## config.mk

```make
export PLATFORM = sky130hd
export DESIGN_NAME = midi_encoder
export DESIGN_NICKNAME = d
export VERILOG_FILES = /design/src/rtl/midi_encoder_pkg.sv /design/src/rtl/midi_message_fifo.sv /design/src/rtl/midi_encoder.sv
export SDC_FILE = /design/constraint.sdc
export NUM_CORES = 1
export LEC_CHECK = 0
export BUFFER_PORTS_ARGS = -buffer_cell sky130_fd_sc_hd__buf_2
export CAP_MARGIN = 20
export CORE_AREA = 5 5 113 115
export CTS_BUF_LIST = sky130_fd_sc_hd__clkbuf_2 sky130_fd_sc_hd__clkbuf_4 sky130_fd_sc_hd__clkbuf_8
export DETAILED_ROUTE_END_ITERATION = 16
export DIE_AREA = 0 0 118 120
export GPL_ROUTABILITY_DRIVEN = 0
export PLACE_DENSITY = 0.77
export SETUP_SLACK_MARGIN = 0.5
export SYNTH_ARGS = -nofsm -noshare
export SYNTH_HDL_FRONTEND = slang
export SYNTH_SLANG_ARGS = --single-unit
```

## constraint.sdc

```tcl
create_clock -name clock_50_000_000 -period 2.85 [get_ports clock_50_000_000]
set_input_delay 0.285 -clock clock_50_000_000 [delete_from_list [all_inputs] [get_ports clock_50_000_000]]
set_output_delay 0.285 -clock clock_50_000_000 [all_outputs]
set_load 0.02 [all_outputs]
```

## src/rtl/midi_encoder_pkg.sv

```systemverilog
// midi_encoder_pkg: MIDI message types, field widths and status-byte helpers shared by TX and RX paths
package midi_encoder_pkg;

    localparam int DATA_WIDTH    = 7;
    localparam int CHANNEL_WIDTH = 4;

    typedef enum logic [3:0] {
        NOTE_OFF       = 4'h8,
        NOTE_ON        = 4'h9,
        CONTROL_CHANGE = 4'hB
    } message_type_t;

    typedef struct packed {
        logic [3:0]            msg_type;
        logic [DATA_WIDTH-1:0] data_byte1;
        logic [DATA_WIDTH-1:0] data_byte2;
    } message_t;

    typedef enum logic [2:0] {
        IDLE,
        LOAD,
        STATUS,
        DATA1,
        DATA2
    } encoder_state_t;

    function automatic logic [7:0] compose_status(input logic [3:0] msg_type,
                                                  input logic [CHANNEL_WIDTH-1:0] ch);
        return {msg_type, ch};
    endfunction

    function automatic logic [3:0] status_type(input logic [7:0] status);
        return status[7:4];
    endfunction

    function automatic logic [CHANNEL_WIDTH-1:0] status_channel(input logic [7:0] status);
        return status[3:0];
    endfunction

    function automatic logic is_supported(input logic [3:0] msg_type);
        return msg_type == NOTE_OFF || msg_type == NOTE_ON || msg_type == CONTROL_CHANGE;
    endfunction

endpackage

```

## src/rtl/midi_message_fifo.sv

```systemverilog
// midi_message_fifo: synchronous FIFO with full/empty flags; an extra pointer bit tells full from empty
module midi_message_fifo #(
    parameter int WIDTH = 22,
    parameter int DEPTH = 4
) (
    input  logic             clock_50_000_000,
    input  logic             reset_l,
    input  logic             push,
    input  logic [WIDTH-1:0] push_data,
    input  logic             pop,
    output logic [WIDTH-1:0] pop_data,
    output logic             full,
    output logic             empty
);

    localparam int AW = $clog2(DEPTH);

    logic [WIDTH-1:0] mem [DEPTH];
    logic [AW:0]      wr_ptr;
    logic [AW:0]      rd_ptr;

    assign empty    = wr_ptr == rd_ptr;
    assign full     = (wr_ptr[AW] != rd_ptr[AW]) && (wr_ptr[AW-1:0] == rd_ptr[AW-1:0]);
    assign pop_data = mem[rd_ptr[AW-1:0]];

    // storage write; contents need no reset since the pointers define validity
    always_ff @(posedge clock_50_000_000) begin
        if (push && !full) mem[wr_ptr[AW-1:0]] <= push_data;
    end

    // pointer update, guarded so overflow and underflow are impossible
    always_ff @(posedge clock_50_000_000) begin
        if (!reset_l) begin
            wr_ptr <= '0;
            rd_ptr <= '0;
        end else begin
            if (push && !full) wr_ptr <= wr_ptr + 1'b1;
            if (pop && !empty) rd_ptr <= rd_ptr + 1'b1;
        end
    end

endmodule

```

## src/rtl/midi_encoder.sv

```systemverilog
// midi_encoder: serialises queued MIDI messages into status/data bytes with optional running status
module midi_encoder
    import midi_encoder_pkg::*;
#(
    parameter int FIFO_DEPTH          = 4,
    parameter bit RUNNING_STATUS      = 1'b1,
    parameter bit NOTE_OFF_AS_NOTE_ON = 1'b1,
    parameter int RS_TIMEOUT_CYCLES   = 2_500_000
) (
    input  logic                     clock_50_000_000,
    input  logic                     reset_l,
    input  logic [CHANNEL_WIDTH-1:0] channel,
    input  message_t                 message,
    input  logic                     message_valid,
    output logic                     message_ready,
    output logic [7:0]               byte_out,
    output logic                     byte_valid,
    input  logic                     byte_ready,
    output logic                     message_dropped,
    output logic                     busy
);

    localparam int ENTRY_W = CHANNEL_WIDTH + $bits(message_t);
    localparam int TW      = $clog2(RS_TIMEOUT_CYCLES + 1);
    localparam logic [TW-1:0] TMAX = TW'(RS_TIMEOUT_CYCLES - 1);

    encoder_state_t           state;
    logic                     fifo_full;
    logic                     fifo_empty;
    logic                     fifo_pop;
    logic [ENTRY_W-1:0]       fifo_dout;
    logic [CHANNEL_WIDTH-1:0] hold_channel;
    message_t                 hold_message;
    logic [7:0]               last_status;
    logic                     rs_valid;
    logic [TW-1:0]            idle_count;
    logic [TW-1:0]            idle_next;
    logic                     eff_off;
    logic [3:0]               eff_type;
    logic [DATA_WIDTH-1:0]    eff_d2;
    logic [7:0]               status;
    logic                     skip_status;

    midi_message_fifo #(.WIDTH(ENTRY_W), .DEPTH(FIFO_DEPTH)) u_fifo (
        .clock_50_000_000(clock_50_000_000),
        .reset_l         (reset_l),
        .push            (message_valid),
        .push_data       ({channel, message}),
        .pop             (fifo_pop),
        .pop_data        (fifo_dout),
        .full            (fifo_full),
        .empty           (fifo_empty)
    );

    assign message_ready = !fifo_full;
    assign busy          = !fifo_empty || state != IDLE;
    assign fifo_pop      = state == IDLE && !fifo_empty;
    assign eff_off       = NOTE_OFF_AS_NOTE_ON && hold_message.msg_type == NOTE_OFF;
    assign eff_type      = eff_off ? NOTE_ON : hold_message.msg_type;
    assign eff_d2        = eff_off ? '0 : hold_message.data_byte2;
    assign status        = compose_status(eff_type, hold_channel);
    assign skip_status   = RUNNING_STATUS && rs_valid && status == last_status;
    assign idle_next     = (state == IDLE && fifo_empty) ? ((idle_count == TMAX) ? TMAX : idle_count + 1'b1) : '0;

    // message sequencer with registered byte outputs and running-status bookkeeping
    always_ff @(posedge clock_50_000_000) begin
        if (!reset_l) begin
            state           <= IDLE;
            byte_out        <= '0;
            byte_valid      <= 1'b0;
            message_dropped <= 1'b0;
            rs_valid        <= 1'b0;
            last_status     <= '0;
            idle_count      <= '0;
            hold_channel    <= '0;
            hold_message    <= '0;
        end else begin
            message_dropped <= 1'b0;
            idle_count      <= idle_next;
            if (idle_next == TMAX) rs_valid <= 1'b0;
            case (state)
                IDLE: if (!fifo_empty) begin
                    {hold_channel, hold_message} <= fifo_dout;
                    state                        <= LOAD;
                end
                LOAD: if (!is_supported(eff_type)) begin
                    message_dropped <= 1'b1;
                    state           <= IDLE;
                end else begin
                    byte_out   <= skip_status ? {1'b0, hold_message.data_byte1} : status;
                    byte_valid <= 1'b1;
                    state      <= skip_status ? DATA1 : STATUS;
                end
                STATUS: if (byte_ready) begin
                    last_status <= status;
                    rs_valid    <= 1'b1;
                    byte_out    <= {1'b0, hold_message.data_byte1};
                    state       <= DATA1;
                end
                DATA1: if (byte_ready) begin
                    byte_out <= {1'b0, eff_d2};
                    state    <= DATA2;
                end
                DATA2: if (byte_ready) begin
                    byte_valid <= 1'b0;
                    state      <= IDLE;
                end
                default: state <= IDLE;
            endcase
        end
    end

endmodule

```

==> summary.txt, run 1 <==
STA
  • Relative slew slack: 0.580
  • RSZ-0062 raised after global routing: yes
  • Worst Skew: between 0.01 and 0.015 ns
  • Final count of negative-setup-slack endpoints: 0
  • Fin crit share: 0.779
  • Slew Viols, Final: 0
  • Final Hold Viols: 0
  • Minimum clock period: 2.22 ns
  • Worst Tran Pin Value: 0.630 ns
  • TNS Setup: 0 ns
  • Worst setup margin: 0.630 ns
  • F_max: about 450 MHz

Synth
  • Share of the synthesized area in the top cell type: 0.390
  • Post-synth ARST share: 0
  • Synth area leaders: edfxtp_1 39%, dfxtp_1 21%, mux4_2 7.3%, nand2_1 4.8%, a21boi_0 3.4%
  • Avg Cell Area, Syn: between 10 and 15 um2
  • Post-synth top cells: 88 x edfxtp_1, 87 x nand2_1, 72 x dfxtp_1, 31 x a21boi_0, 25 x clkbuf_1
  • Synth warn: 0
  • Syn nets: 582
  • Sequential share of the synthesized area: 0.603
  • Area leader, netlist: edfxtp_1
  • Flop and latch count out of synthesis: between 150 and 200
  • Prevailing post-synth register cell: edfxtp_1
  • Netlist Area Pre-Place: roughly 6800 um2
  • Post-synth EDFFs: 88
  • Top-count cell post-synth: edfxtp_1
  • Syn Inst Count: between 500 and 600
  • Library cells used by synthesis: 60

Clock tree
  • Clock slew at reported path FFs: approximately 0.09 ns
  • Setup bufs post-CTS: 0
  • H-tree depth: 4
  • TritonCTS Buffers: 17
  • CTS root buf: clkbuf_8
  • CTS Sinks: between 150 and 200
  • Post-cts hold buffer count: 0
  • CTS tree: done
  • Bufs on Longest Clock Path: 2
  • Clk_lat worst skew: between 0.4 and 0.5 ns

Critical path
  • Worst path required time: about 2.6 ns
  • R2R cell count: 7
  • CP max FO: 12
  • Worst R2R Start: idle_count[0]
  • Worst setup SP type: flop
  • Crit path arrival time: between 1.5 and 2 ns
  • Kind of critical path: reg2out
  • Reg2reg setup slack: ~0.63 ns
  • Crit path capture type: primary output
  • R2R Path End: rs_valid

Hold path
  • WHS Endpoint: u_fifo.mem[2][16]
  • Hold Path Depth: 1
  • HP Start: message[16]
  • Hold Crit Class: in2reg

Finish
  • Area of the multi-input gates: 2540 um2
  • Reg area: 4080 um2
  • Fin nets: a little over 600
  • P&R area growth vs syn: 10.7%
  • Filler cells: 876
  • Diodes inserted: 0
  • Layout cells sized above 1: 0.190

Placed design
  • IO buf count: 37
  • Dpl hpwl: about 9000 um
  • Pre-CTS WS: around 0.56 ns

Detailed routing
  • Post-Route WL: between 10000 and 15000 um
  • DRT antenna net count: 0
  • DRC: 0
  • Drt pass-1 iters: 6
  • DR vias: about 4300
  • Vias/cell: between 5 and 6
  • First DRT Iteration DRCs: 460
  • Routed len/inst: around 18 um

Outcome
  • Status: complete, no violations

GRT
  • M3 GR Usage: 0.0561
  • Grt met2 use: 0.344
  • Antenna violations before repair: 0
  • GR peak layer: met2
  • Met1 usage: 0.242
  • Largest net degree at the start of global routing: 49
  • Gr usage total: 0.202
  • Gr ovfl total: 0
  • Number of global-route vias before repair: 4579
  • First-pass GRT wire length: approximately 23000 um

Die
  • Die ar.: between 10000 and 15000 um2
  • Die Y: around 120 um
  • # IOs: 38
  • Starting Density: 0.579
  • Rows: 40
  • Chip Width: around 120 um
  • Core Area: between 10000 and 15000 um2

Power
  • Tot Pwr: a little under 6 mW
  • Max VDD drop: between 0.6 and 0.7 mV
  • Leakage: 2.50 nW
  • Power Density: 795 nW/um2

Flow run
  • Max Cap Viol: 0
-- cells in the final DEF (no fill, tap or decap), types with 2 or more instances in the layout --
cell type and count:
and3_1 3, nand2_1 87, nor2_1 20, or3_1 4
a31oi_1 2, nor2b_1 10, nand4b_1 3, nor4bb_1 2
a21boi_0 31, buf_2 37, clkbuf_8 17, a221oi_1 6
nor3_1 11, clkinv_2 4, xor2_1 9, edfxtp_1 88
and2_1 10, inv_1 10, nand3_1 11, a21oi_1 17
mux4_2 22, nor4_1 10, mux2i_1 3, inv_6 6
buf_4 11, o22ai_1 2, nand2b_1 5, ha_1 5
dfxtp_1 72, xnor2_1 22, bufinv_16 2, o21ai_0 13
nand4_1 8
-- flip-flops by register name (all words and copies together), names as in the netlist --
name	cells
byte_valid	1
message_dropped	1
rs_valid	1
hold_channel	4
state	3
hold_message	18
last_status	8
u_fifo.rd_ptr	3
u_fifo.mem	88
u_fifo.wr_ptr	3
idle_count	22
byte_out	8
-- worst max path at each step --
stage	startpoint	end	slack (ns)	cells past startpoint
floorplan	idle_count[0]	rs_valid	0.58	8
detailed placement	idle_count[0]	rs_valid	0.56	7
global route	idle_count[0]	rs_valid	0.42	8
finish	state[0]	busy	0.63	4
global placement	idle_count[0]	rs_valid	0.68	7
CTS	idle_count[0]	rs_valid	0.54	7
-- worst max-delay path, cell delays in order, from the launching register on --
cell and delay (ns):
dfxtp_1 0.44, nor3_1 0.39, and3_1 0.42, inv_1 0.07, buf_2 0.16
-- per-stage QoR --
step / cells / hold slack (ns) / area [um2] / util
after floorplan: 550 / 0.384 / 6780 / -
after global placement: 712 / 0.447 / 7090 / 0.606
after detailed placement: 712 / 0.452 / 7090 / 0.606
after CTS: 743 / 0.0101 / 7480 / 0.639
after global routing: 743 / 0.00139 / 7500 / 0.640
final: 743 / 0.0312 / 7500 / 0.640
-- final cells by class --
cell class,instances,share of cell area
Multi-Input combinational cell,347,0.339
Inverter,10,0.00501
Timing Repair Buffer,48,0.0357
Clock inverter,14,0.0202
Tap cell,147,0.0245
Sequential cell,160,0.545
Clock buffer,17,0.0312
-- kinds of logic after synthesis --
kind of cell             after synthesis  share of synthesized area
flip-flops                           160                      0.603
adder cells (fa/ha/maj)                6                     0.0111
AND/OR/NAND/NOR                      196                      0.149
buffers and inverters                 43                     0.0251
XOR/XNOR                              31                     0.0401
multiplexers                          26                     0.0796
AO/OA/AOI/OAI                         88                     0.0925
-- power by group --
part | total, mW | internal [mW] | switching [mW]
logic | 1.39 | 0.568 | 0.821
clock network | 1.64 | 0.788 | 0.851
registers | 2.93 | 2.70 | 0.225
-- metal layers --
layer / vias up / wire length, um
li1: 2078 / -
met1: 2096 / 5550
met2: 132 / 6910
met3: 26 / 675
met4: 0 / 290
met5: - / 0
-- repair_timing --
| action | CTS | global route |
|---|---|---|
| setup endpoints to repair | 0 | 14 |
| endpoints found under the hold margin | 0 | 0 |
| resized for setup | 0 | 3 |
Power figures use the tool's default switching activity.
==> run 2, diff against run 1 <==
==> constraint.sdc (replaced) <==
create_clock -name clock_50_000_000 -period 2.2 [get_ports clock_50_000_000]
set_input_delay 0.22 -clock clock_50_000_000 [delete_from_list [all_inputs] [get_ports clock_50_000_000]]
set_output_delay 0.22 -clock clock_50_000_000 [all_outputs]
set_load 0.02 [all_outputs]
==> summary.txt, run 2 (synthesized netlist as in run 1, its figures left out) <==
STA
  • Slew Viols, Final: 0 (unchanged)
  • TNS Setup: 0 ns (unchanged)
  • Fin crit share: 0.879
  • Relative slew slack: 0.668 (was 0.580)
  • Worst Skew: 0.0115 ns (was 0.0101 ns)
  • Final count of negative-setup-slack endpoints: 0 (unchanged)
  • Worst Tran Pin Value: 0.496 ns (was 0.630 ns)
  • F_max: 517 MHz
  • Final Hold Viols: 0 (unchanged)
  • Fin Hold WS: 0.0918 ns (was 0.0312 ns)
  • RSZ-0062 raised after global routing: yes (unchanged)
  • Minimum clock period: 1.93 ns

Critical path
  • Kind of critical path: reg2reg (was reg2out)
  • Sequence of cells on the critical path: buf_4, nand4_1, buf_4, or2_4, buf_6, o31a_1, o2111ai_2, nor4_2, o22ai_1 (was nor3_1, and3_1, inv_1, buf_2)
  • Crit path arrival time: 2.31 ns (was 1.94 ns)
  • CP delay by family, top: compound AO/OA/AOI/OAI gates (was simple AND/OR/NAND/NOR gates)
  • Worst setup SP type: flop (unchanged)
  • Slowest-stage cell, CP: dfxtp_4 (was dfxtp_1)
  • Crit path capture type: flop (was primary output)
  • CP peak stage delay: 0.37 ns (was 0.44 ns)
  • Worst path required time: 2.57 ns (about the same)
  • CP max FO: 6 (was 12)
  • Most used cell, CP: buf_4
  • Buf/Inv on CP: 3 (was 2)

Detailed routing
  • Post-Route WL: 16400 um (was 13400 um)
  • First DRT Iteration DRCs: 593 (was 460)
  • DR vias: 4871 (was 4332)
  • Drt pass-1 iters: 7 (was 6)
  • DRC: 0 (unchanged)
  • Vias/cell: 6.01 (was 5.83)
  • DRT antenna net count: 0 (unchanged)
  • Routed len/inst: 20.2 um (was 18.1 um)

Finish
  • Reg area: 4140 um2 (was 4080 um2)
  • Max reg flops: 88 (unchanged)
  • Filler cells: 731 (was 876)
  • Fin nets: 682 (was 616)
  • Area of the multi-input gates: 2920 um2 (was 2540 um2)
  • Non-filler cells, final: 810 (was 743)
  • P&R area growth vs syn: 24.8% (was 10.7%)
  • Most frequent cells in the layout: 88 x edfxtp_1, 85 x nand2_1, 47 x dfxtp_1 (was 88 x edfxtp_1, 87 x nand2_1, 72 x dfxtp_1)
  • Diodes inserted: 0 (unchanged)
  • Final core utilization: 0.722 (was 0.640)
  • Layout cells sized above 1: 0.341 (was 0.190)
  • Most common cell after layout, fill and taps aside: edfxtp_1 (unchanged)

Die
  • Chip Width: 118 um (unchanged)
  • Die Y: 120 um (unchanged)
  • Core Area: 11700 um2 (unchanged)
  • Starting Density: 0.579 (unchanged)
  • Die ar.: 14200 um2 (unchanged)
  • Rows: 40 (unchanged)
  • # IOs: 38 (unchanged)

Hold path
  • Hold Crit Class: in2reg (unchanged)

Power
  • Max VDD drop: 0.679 mV (was 0.616 mV)
  • Tot Pwr: 8.34 mW (was 5.96 mW)
  • Leakage: 2.94 nW (was 2.50 nW)
  • Power Density: 986 nW/um2 (was 795 nW/um2)

GRT
  • Number of global-route vias before repair: 4771 (was 4579)
  • Antenna violations before repair: 0 (unchanged)
  • Largest net degree at the start of global routing: 49 (unchanged)
  • Gr ovfl total: 0 (unchanged)
  • First-pass GRT wire length: 24100 um (was 22500 um)
  • Gr usage total: 0.218 (was 0.202)

Clock tree
  • Clock slew at reported path FFs: 0.09 ns (about the same)
  • CTS root buf: clkbuf_8 (unchanged)
  • H-tree depth: 4 (unchanged)
  • Bufs on Longest Clock Path: 2 (unchanged)
  • Clk_lat worst skew: 0.46 ns (about the same)
  • CTS tree: done (unchanged)
  • CTS Sinks: 160 (unchanged)
  • TritonCTS Buffers: 17 (unchanged)

Flow run
  • Max Cap Viol: 0 (unchanged)

Placed design
  • Placed Cells incl. Taps: 716 (was 712)
  • IO buf count: 37 (unchanged)
  • Dpl hpwl: 9040 um (was 8890 um)

Outcome
  • Status: complete, no violations (unchanged)
==> run 2: cell count changes in the layout (fill, tap and decap cells not counted), sizes merged <==
cell / before / now
clkinv: 4 / 6
clkinvlp: 1 / 2
buf: 48 / 82
dlygate4sd3: 0 / 22
inv: 17 / 12
clkbuf: 17 / 20
and2: 10 / 20
==> run 2: cell type report <==
cell class	count	share of cell area
Multi-Input combinational cell	357	0.345
Inverter	10	0.00444
Tap cell	147	0.0218
Clock inverter	12	0.0161
Timing Repair Buffer	104	0.0925
Clock buffer	20	0.0303
Sequential cell	160	0.490
==> run 2: path summary, 6_finish.rpt <==
kind                     from           to  slack (ns)  cells past startpoint
max             idle_count[0]     rs_valid        0.27                      9
min                   reset_l     state[1]        0.09                      3
max reg2reg     idle_count[0]     rs_valid        0.27                      9
min reg2reg  hold_message[10]  byte_out[3]        0.48                      2
==> run 2: worst reg2reg max path: cells and delay by family, from the launching register on <==
family	cells	cell delay [ns]
AOI/OAI and AO/OA	3	0.65
and+or+nand+nor	3	0.42
DFF	1	0.37
buffers and inverters	3	0.42
==> run 2: what timing repair did <==
action                                  4_1_cts  5_1_grt
gates cloned                                  2        8
endpoints found under the hold margin        88        0
buffers inserted                             12       18
hold buffers                                 22        0
endpoints found under the setup margin      126      144
pin swaps                                    11       25
resized for setup                            37       51
==> run 2: routing by layer <==
metal	vias to the layer above	track usage	routed length, um
li1	2230	-	-
met1	2404	0.269	6530
met2	192	0.359	8470
met3	45	0.0598	935
met4	0	0.0968	461
met5	-	0	0
==> run 2: per-stage QoR <==
step / setup slack, ns / cell area, um2
final: 0.266 / 8460
after global routing: 0.154 / 8460
after CTS: 0.233 / 8060
after detailed placement: 0.146 / 7220
after global placement: 0.253 / 7220
after floorplan: 0.153 / 6910
==> run 2: where the power goes <==
group | internal, mW | leakage (nW) | switching [mW]
registers | 3.52 | 1.41 | 0.297
clock network | 1.05 | 0.196 | 1.07
logic | 1.09 | 1.33 | 1.32
==> run 3, diff against run 2 <==
--- a/config.mk
+++ b/config.mk
@@ -13,7 +13,9 @@
 export DIE_AREA = 0 0 118 120
 export GPL_ROUTABILITY_DRIVEN = 0
 export PLACE_DENSITY = 0.77
+export RECOVER_POWER = 100
 export SETUP_SLACK_MARGIN = 0.5
 export SYNTH_ARGS = -nofsm -noshare
 export SYNTH_HDL_FRONTEND = slang
+export SYNTH_HIERARCHICAL = 1
 export SYNTH_SLANG_ARGS = --single-unit
==> summary.txt, run 3 <==
Placed design
  • Dpl hpwl: 9120 um (was 9040 um)
  • Placed Area: 7340 um2 (was 7220 um2)
  • Pre-CTS WS: 0.154 ns (was 0.146 ns)
  • IO buf count: 37 (unchanged)

Synth
  • Syn Inst Count: 557 (was 550)
  • Syn nets: 589 (was 582)
  • Share of the synthesized area in the top cell type: 0.388 (was 0.390)
  • Netlist Area Pre-Place: 6820 um2 (was 6780 um2)
  • Post-synth EDFFs: 88 (unchanged)
  • Library cells used by synthesis: 56 (was 60)
  • Area leader, netlist: edfxtp_1 (unchanged)
  • Top-count cell post-synth: edfxtp_1 (unchanged)
  • Post-synth top cells: 88 x edfxtp_1, 80 x nand2_1, 74 x dfxtp_1, 32 x nor2_1, 29 x a21boi_0 (was 88 x edfxtp_1, 87 x nand2_1, 72 x dfxtp_1, 31 x a21boi_0, 25 x clkbuf_1)
  • Synth area leaders: edfxtp_1 39%, dfxtp_1 22%, mux4_2 7.3%, nand2_1 4.4%, a21boi_0 3.2% (was edfxtp_1 39%, dfxtp_1 21%, mux4_2 7.3%, nand2_1 4.8%, a21boi_0 3.4%)
  • Synth warn: 6 (was 0)
  • Flop and latch count out of synthesis: 162 (was 160)
  • Prevailing post-synth register cell: edfxtp_1 (unchanged)
  • Avg Cell Area, Syn: 12.2 um2 (was 12.3 um2)
  • Sequential share of the synthesized area: 0.605 (was 0.603)
  • Post-synth ARST share: 0 (unchanged)

Critical path
  • Sequence of cells on the critical path: nand2b_1, a21oi_1, nand3_1, a21o_1, a221oi_1, a21oi_2 (was buf_4, nand4_1, buf_4, or2_4, buf_6, o31a_1, o2111ai_2, nor4_2, o22ai_1)
  • CP max FO: 8 (was 6)
  • Worst path required time: 2.54 ns (was 2.57 ns)
  • Crit path capture type: flop (unchanged)
  • CP peak stage delay: 0.37 ns (about the same)
  • R2R cell count: 6 (was 9)
  • Slowest-stage cell, CP: dfxtp_2 (was dfxtp_4)
  • Worst setup SP type: flop (unchanged)
  • CP startpoint: hold_message[16] (was idle_count[0])
  • R2R Path End: byte_out[2] (was rs_valid)
  • Kind of critical path: reg2reg (unchanged)
  • Crit path arrival time: 2.33 ns (was 2.31 ns)
  • Reg2reg setup slack: 0.21 ns (was 0.27 ns)
  • Worst R2R Start: hold_message[16] (was idle_count[0])

Clock tree
  • CTS root buf: clkbuf_8 (unchanged)
  • CTS tree: done (unchanged)
  • TritonCTS Buffers: 17 (unchanged)
  • H-tree depth: 4 (unchanged)
  • Clock slew at reported path FFs: 0.09 ns (about the same)
  • CTS Sinks: 162 (was 160)
  • Bufs on Longest Clock Path: 2 (unchanged)
  • Clk_lat worst skew: 0.46 ns (about the same)

Flow run
  • Max Cap Viol: 0 (unchanged)

STA
  • Fin crit share: 0.905 (was 0.879)
  • Final count of negative-setup-slack endpoints: 0 (unchanged)
  • F_max: 502 MHz (was 517 MHz)
  • TNS Setup: 0 ns (unchanged)
  • Worst setup margin: 0.210 ns (was 0.266 ns)
  • Worst Tran Pin Value: 0.476 ns (was 0.496 ns)
  • Worst Skew: 0.0153 ns (was 0.0115 ns)
  • Relative slew slack: 0.682 (was 0.668)
  • Minimum clock period: 1.99 ns (was 1.93 ns)
  • Final Hold Viols: 0 (unchanged)
  • RSZ-0062 raised after global routing: yes (unchanged)
  • Slew Viols, Final: 0 (unchanged)

Die
  • # IOs: 38 (unchanged)
  • Die Y: 120 um (unchanged)
  • Chip Width: 118 um (unchanged)
  • Rows: 40 (unchanged)
  • Core Area: 11700 um2 (unchanged)
  • Die ar.: 14200 um2 (unchanged)
  • Starting Density: 0.582 (was 0.579)

Finish
  • P&R area growth vs syn: 22.7% (was 24.8%)
  • Most frequent cells in the layout: 88 x edfxtp_1, 78 x nand2_1, 51 x dfxtp_1 (was 88 x edfxtp_1, 85 x nand2_1, 47 x dfxtp_1)
  • Layout cells sized above 1: 0.249 (was 0.341)
  • Filler cells: 796 (was 731)
  • Fin nets: 689 (was 682)
  • Diodes inserted: 0 (unchanged)
  • Reg area: 4170 um2 (was 4140 um2)
  • Final core utilization: 0.714 (was 0.722)
  • Most common cell after layout, fill and taps aside: edfxtp_1 (unchanged)
  • Max reg flops: 88 (unchanged)
  • Area of the multi-input gates: 2810 um2 (was 2920 um2)
  • Design Area, Final: 8370 um2 (was 8460 um2)

GRT
  • Gr ovfl total: 0 (unchanged)
  • Largest net degree at the start of global routing: 29 (was 49)
  • Number of global-route vias before repair: 4885 (was 4771)
  • Antenna violations before repair: 0 (unchanged)
  • First-pass GRT wire length: 24000 um (was 24100 um)
  • Gr usage total: 0.216 (was 0.218)

Detailed routing
  • DRT antenna net count: 0 (unchanged)
  • Routed len/inst: 17.9 um (was 20.2 um)
  • Post-Route WL: 14600 um (was 16400 um)
  • DR vias: 4773 (was 4871)
  • First DRT Iteration DRCs: 411 (was 593)
  • Drt pass-1 iters: 5 (was 7)
  • DRC: 0 (unchanged)
  • Vias/cell: 5.84 (was 6.01)

Hold path
  • Hold Path Depth: 3 (unchanged)
  • WHS Endpoint: u_fifo/wr_ptr[1] (was state[1])
  • Hold Crit Class: in2reg (unchanged)
  • HP Start: message_valid (was reset_l)

Power
  • Leakage: 2.84 nW (was 2.94 nW)
  • Power Density: 1060 nW/um2 (was 986 nW/um2)
  • Max VDD drop: 0.741 mV (was 0.679 mV)

Outcome
  • Status: complete, no violations (unchanged)
## run 3: cell count changes after synthesis, moves of 4 or more
cell and change:
and2_1 -6, a211o_1 +4, a21oi_1 +5, nand2_1 -7, xnor2_1 -5, nor2_1 +12
inv_1 +4, nor4_1 -9, xor2_1 +5, o21ai_0 +6, and4_1 +4, clkbuf_1 -12
## run 3: what timing repair did
| item | 4_1_cts | 5_1_grt |
|---|---|---|
| pin swaps | 19 | 19 |
| setup buffers | 22 | 8 |
| gates resized for setup | 67 | 34 |
| hold endpoints to repair | 88 | 0 |
| hold buffers | 22 | 0 |
| setup endpoints to repair | 106 | 106 |
## run 3: worst max-delay path by stage
stage	end	slack (ns)
6_report	byte_out[2]	0.21
5_1_grt	byte_out[2]	0.15
4_1_cts	rs_valid	0.34
3_5_place_dp	rs_valid	0.15
3_3_place_gp	byte_out[1]	0.26
2_1_floorplan	rs_valid	0.41
## run 3: kinds of logic (layout without fill, tap and decap cells)
family / after synthesis / in the layout / share of synthesized area
adder cells (fa/ha/maj): 6 / 6 / 0.0110
flip-flops: 162 / 162 / 0.605
XOR/XNOR: 31 / 31 / 0.0398
AO/OA/AOI/OAI: 100 / 100 / 0.0985
multiplexers: 25 / 25 / 0.0782
buffers and inverters: 38 / 151 / 0.0239
AND/OR/NAND/NOR: 195 / 195 / 0.144
## run 3: through the flow
step                      total power, mW  std cells  hold WS [ns]
after floorplan                      5.65        557         0.319
after global placement               6.26        733         0.430
after detailed placement             6.34        733         0.436
after CTS                            8.73        809        0.0938
after global routing                 9.35        817        0.0882
final                                8.83        817         0.115
## run 3: final cells by class
cell class                      count  area share
Tap cell                          147      0.0220
Inverter                           14     0.00688
Clock buffer                       18      0.0289
Timing Repair Buffer              105      0.0929
Sequential cell                   162       0.499
Clock inverter                     14      0.0150
Multi-Input combinational cell    357       0.336
## run 3: where the power goes
group / leakage (nW) / internal (mW) / switching, mW
Clock: 0.185 / 0.831 / 1.18
Sequential: 1.42 / 3.73 / 0.343
Combinational: 1.23 / 1.22 / 1.54
## run 3: routing by layer
layer  routed length, um  vias to the layer above  track usage
li1                    -                     2257            -
met1                5880                     2332        0.260
met2                7720                      140        0.371
met3                 557                       44       0.0443
met4                 492                        0        0.108
met5                   0                        -            0
## run 3: worst max-delay path: cells and delay by family, from the launching register on
kind | cells | cell delay (ns)
AO/OA/AOI/OAI | 4 | 1.08
AND/OR/NAND/NOR | 2 | 0.43
flip-flops | 1 | 0.37
